### config.mk
export PLATFORM = sky130hd
export DESIGN_NAME = eth_tx_framer
export DESIGN_NICKNAME = d
export VERILOG_FILES = /design/src/rtl/eth_tx_framer.sv
export SDC_FILE = /design/constraint.sdc
export NUM_CORES = 1
export LEC_CHECK = 0
export CAP_MARGIN = 20
export CORE_MARGIN = 2
export CORE_UTILIZATION = 45
export CTS_CLUSTER_DIAMETER = 80
export DETAILED_ROUTE_END_ITERATION = 16
export PLACE_DENSITY_LB_ADDON = 0.1
export SLEW_MARGIN = 15
export SYNTH_ARGS = -nofsm -noshare
export SYNTH_HDL_FRONTEND = slang
export SYNTH_SLANG_ARGS = --single-unit
### constraint.sdc
create_clock -name clock -period 3.75 [get_ports clock]
set_input_delay 0.9375 -clock clock [delete_from_list [all_inputs] [get_ports clock]]
set_output_delay 0.9375 -clock clock [all_outputs]
set_load 0.1 [all_outputs]
### src/rtl/eth_tx_framer.sv
// Frames a payload byte stream for rgmii_send: zero-pads to MIN_LEN and appends the CRC-32 FCS.
// Latency: one clock from an accepted, pad or FCS byte to data/tx_enable.
// Backpressure: in_ready is low during pad/FCS, and low in idle while phy_active is high.
module eth_tx_framer #(
    parameter int MIN_LEN = 60
) (
    input  logic       clock,
    input  logic       reset_n,
    input  logic [7:0] in_data,
    input  logic       in_valid,
    input  logic       in_last,
    output logic       in_ready,
    input  logic       phy_active,
    output logic [7:0] data,
    output logic       tx_enable,
    output logic       frame_done,
    output logic       underrun
);

    typedef enum logic [1:0] {IDLE, DATA, PAD, FCS} state_t;

    localparam logic [10:0] MIN_LEN_W = 11'(MIN_LEN);
    localparam logic [31:0] CRC_INIT  = 32'hFFFF_FFFF;

    state_t      state, state_n;
    logic [31:0] crc, crc_n;
    logic [10:0] len, len_n;
    logic        bad, bad_n;
    logic [1:0]  cnt, cnt_n;
    logic [7:0]  data_n;
    logic        tx_enable_n, frame_done_n, underrun_n;

    logic [10:0] len_inc;
    logic [31:0] fcs_word;

    // Reflected CRC-32, one byte per clock, LSB first
    function automatic logic [31:0] crc_next(input logic [31:0] c, input logic [7:0] b);
        logic [31:0] r;
        r = c;
        for (int i = 0; i < 8; i++) begin
            r = (r >> 1) ^ ((r[0] ^ b[i]) ? 32'hEDB8_8320 : 32'h0);
        end
        return r;
    endfunction

    assign len_inc  = (len == 11'h7FF) ? len : len + 11'd1;
    assign fcs_word = bad ? crc : ~crc;

    always_comb begin
        state_n      = state;
        crc_n        = crc;
        len_n        = len;
        bad_n        = bad;
        cnt_n        = cnt;
        data_n       = 8'h00;
        tx_enable_n  = 1'b0;
        frame_done_n = 1'b0;
        underrun_n   = 1'b0;
        in_ready     = 1'b0;
        case (state)
            IDLE: begin
                in_ready = !phy_active;
                if (in_valid && !phy_active) begin
                    crc_n       = crc_next(CRC_INIT, in_data);
                    len_n       = 11'd1;
                    data_n      = in_data;
                    tx_enable_n = 1'b1;
                    cnt_n       = 2'd0;
                    if (in_last) state_n = (11'd1 < MIN_LEN_W) ? PAD : FCS;
                    else         state_n = DATA;
                end
            end
            DATA: begin
                in_ready = 1'b1;
                if (in_valid) begin
                    crc_n       = crc_next(crc, in_data);
                    len_n       = len_inc;
                    data_n      = in_data;
                    tx_enable_n = 1'b1;
                    if (in_last) state_n = (len_inc < MIN_LEN_W) ? PAD : FCS;
                end else begin
                    // Upstream gap: the first raw FCS byte goes out this cycle so tx_enable has no bubble
                    bad_n       = 1'b1;
                    underrun_n  = 1'b1;
                    data_n      = crc[7:0];
                    tx_enable_n = 1'b1;
                    cnt_n       = 2'd1;
                    state_n     = FCS;
                end
            end
            PAD: begin
                crc_n       = crc_next(crc, 8'h00);
                len_n       = len_inc;
                tx_enable_n = 1'b1;
                if (len_inc == MIN_LEN_W) state_n = FCS;
            end
            FCS: begin
                data_n      = fcs_word[{cnt, 3'b000} +: 8];
                tx_enable_n = 1'b1;
                cnt_n       = cnt + 2'd1;
                if (cnt == 2'd3) begin
                    state_n      = IDLE;
                    bad_n        = 1'b0;
                    frame_done_n = 1'b1;
                    crc_n        = CRC_INIT;
                    len_n        = 11'd0;
                end
            end
            default: state_n = IDLE;
        endcase
    end

    always_ff @(posedge clock or negedge reset_n) begin
        if (!reset_n) begin
            state      <= IDLE;
            crc        <= CRC_INIT;
            len        <= 11'd0;
            bad        <= 1'b0;
            cnt        <= 2'd0;
            data       <= 8'h00;
            tx_enable  <= 1'b0;
            frame_done <= 1'b0;
            underrun   <= 1'b0;
        end else begin
            state      <= state_n;
            crc        <= crc_n;
            len        <= len_n;
            bad        <= bad_n;
            cnt        <= cnt_n;
            data       <= data_n;
            tx_enable  <= tx_enable_n;
            frame_done <= frame_done_n;
            underrun   <= underrun_n;
        end
    end

endmodule

==> impl_metrics.csv <==
group,metric,value,unit
synth,ys.flop_type,"dfstp_2",
clocking,cts.path.max_buffers,2,
die,io_pins,25,
global_route,overflow,0,
setup_path,path_class,"input port to flop",
routing,firstDrtPassIters,5,
clocking,htree_levels,3,
synth,yosys_warnings,0,
routing,viasPerCell,6.24,
global_route,grt_pass1_wl,26.4,mm
synth,syn_area_per_cell,9.82,sq um
setup_path,path_buf_inv,2,
final_layout,multiInputGateArea,3670,sq um
final_layout,seq_area,1520,sq um
final_layout,most-common-layout-cells,"xnor2_1 (121), xor2_1 (40), dfstp_2 (32), nor2_1 (31), nand2_1 (29)",
die,die_area,13100,sq um
synth,synth_nets,577,
setup_path,critPathLaunchType,"input port",
sta,grt_setup_unrepaired,"no",
final_layout,layout-drive-gt1-share,18.6,%
final_layout,area_growth,13.3,%
routing,initialDrtViolationCount,436,
setup_path,cp-end-kind,"flop",
clocking,cts.sinks,59,
final_layout,final_common_cell,"xnor2_1",
final_layout,nets,589,
setup_path,crit_family,"XOR/XNOR gates",
run,cap_violations,0,
global_route,grt_max_degree,40,
power,vdd_drop_max,0.177,mV
power,p_leak,2.34,nW
clocking,clock_latency,0.34,ns
synth,seq_area_frac_synth,27.7,%
sta,setup_tns,0,ns
global_route,grt_pass1_vias,4520,
sta,finalHoldViolations,0,
clocking,cts_setup_buffers,0,
clocking,clk_transition_reported_paths,0.05,ns
sta,relSlewSlack,34.1,%
placed_design,gp_congestion,0.943,
clocking,root_buffer,"clkbuf_16",
die,die_h,114,um
synth,synth_area,5470,sq um
placed_design,postPlaceCellArea,5830,sq um
clocking,cts_tree,"yes",
clocking,cts_hold_buf,0,
die,row_count,40,
setup_path,max_stage_delay,0.60,ns
sta,min_period_over_period,80.7,%
routing,remaining_drc_errors,0,
synth,synthArstFlopShare,100,%
sta,fin_crit,3.03,ns
synth,ys_seq_elements,59,
routing,wl_per_cell,22.7,um
routing,ant_nets,0,
setup_path,critPathMaxFanout,5,
synth,yosysUniqueCellTypes,62,
sta,final-max-slew-violation-count,0,
die,start_util,45.7,%
clocking,cts_made_buffers,9,
power,powerDensity,320,nW/um^2
routing,num_vias,4500,
clocking,cts_resized,0,
routing,wl,16.3,mm
synth,synth_edf_count,0,
final_layout,nFillCells,1093,
sta,fin_ws,0.725,ns
global_route,grtUsageTotal,26.9,%
hold_path,worstHoldPathType,"flop to flop",
run_status,outcome,"completed",
setup_path,cp_common_cell,"xnor2_1",
global_route,antenna_found_initial,0,
placed_design,place_ws,0.435,ns
placed_design,post-dp-hpwl,11.2,mm
die,die_x,114,um
final_layout,post-route-cell-area,6190,sq um
final_layout,antenna_cells,0,
placed_design,port_buffers,24,
setup_path,crit_chain,"clkdlybuf4s50_1, buf_4, xnor2_1, xnor2_1, xnor3_1, xnor2_1, a221oi_1, nor2_1",
setup_path,worstPathArrival,3.29,ns
setup_path,crit_path_top_delay_cell,"clkdlybuf4s50_1",
sta,setup_viol,0,
sta,fin_skew,0.00747,ns
synth,netlist_instances,557,
setup_path,required,4.01,ns
die,core,12000,sq um
sta,fmax,331,MHz
sta,worstMarginPinSlew,0.985,ns
stage by stage:
stage / power, mW / hold WS [ns] / util [%] / cells
2_1_floorplan: 0.885 / 0.466 / - / 557
3_3_place_gp: 0.972 / 0.481 / 48.8 / 705
3_5_place_dp: 0.969 / 0.484 / 48.8 / 705
4_1_cts: 2.00 / 0.511 / 51.8 / 721
5_1_grt: 2.05 / 0.526 / 51.8 / 721
6_report: 1.98 / 0.505 / 51.8 / 721
worst reg2reg max path, stage by stage (launching register included):
cell	delay (ns)
dfstp_2	0.86
xnor2_4	0.24
xnor2_4	0.37
xnor3_1	0.53
xnor2_1	0.16
a221oi_1	0.28
nor3_1	0.11
kinds of logic (layout without fill, tap and decap cells):
logic type      after synthesis  in the layout  synth area share (%)
compound gates              141            141                  18.9
xor+xnor                    182            182                  34.0
fa+ha+maj                     7              7                  1.60
buf+inv                      57             74                  5.17
flops                        59             59                  27.7
mux                          10             10                  3.66
simple gates                101            101                  8.95
worst paths after layout:
kind                       startpoint      end  slack (ns)  cells past startpoint
setup reg to reg               crc[0]  crc[20]        1.13                      6
max in group asynchronous     reset_n   crc[0]        2.15                      2
setup / recovery           in_data[2]  crc[24]        0.72                      8
hold / removal                crc[31]  crc[31]        0.50                      2
min in group asynchronous     reset_n   len[8]        0.64                      1
hold reg to reg               crc[31]  crc[31]        0.50                      2
final cells by class:
cell class,instances,share of cell area (%)
timing repair buffer,48,6.87
multi-input combinational,441,59.2
tap,147,2.97
sequential,59,24.5
inverter,10,0.606
clock buffer,12,4.30
clock inverter,4,1.54
cells in the mapped netlist, types with 11 or more instances:
master	count	share of area, %
nor2_1	31	2.1
xor2_1	40	6.4
xnor2_1	121	19
nand2_1	29	2.0
a211oi_1	13	1.8
a221oi_1	23	3.7
o21ai_0	27	2.5
a21o_1	11	1.5
dfrtp_1	27	12
clkbuf_1	23	1.6
dfstp_2	32	15
a21oi_1	19	1.7
registers in the layout (all words and copies together), names as in the netlist:
signal,count
tx_enable,1
bad,1
cnt,2
frame_done,1
state,2
underrun,1
len,11
crc,32
data,8
routing by layer:
layer	vias to the layer above	global-route usage [%]	routed length, um
met4	0	11.0	470
met1	2239	37.3	7000
met2	221	41.6	7610
li1	2007	-	-
met5	-	0	0
met3	33	4.71	1250
where the power goes:
part | internal, mW | switching [mW] | total, mW | leakage, nW
combinational | 0.152 | 0.174 | 0.326 | 1.48
sequential | 0.639 | 0 | 0.639 | 0.677
clock | 0.702 | 0.317 | 1.02 | 0.179
No activity file was read; power rests on OpenSTA's default activity.
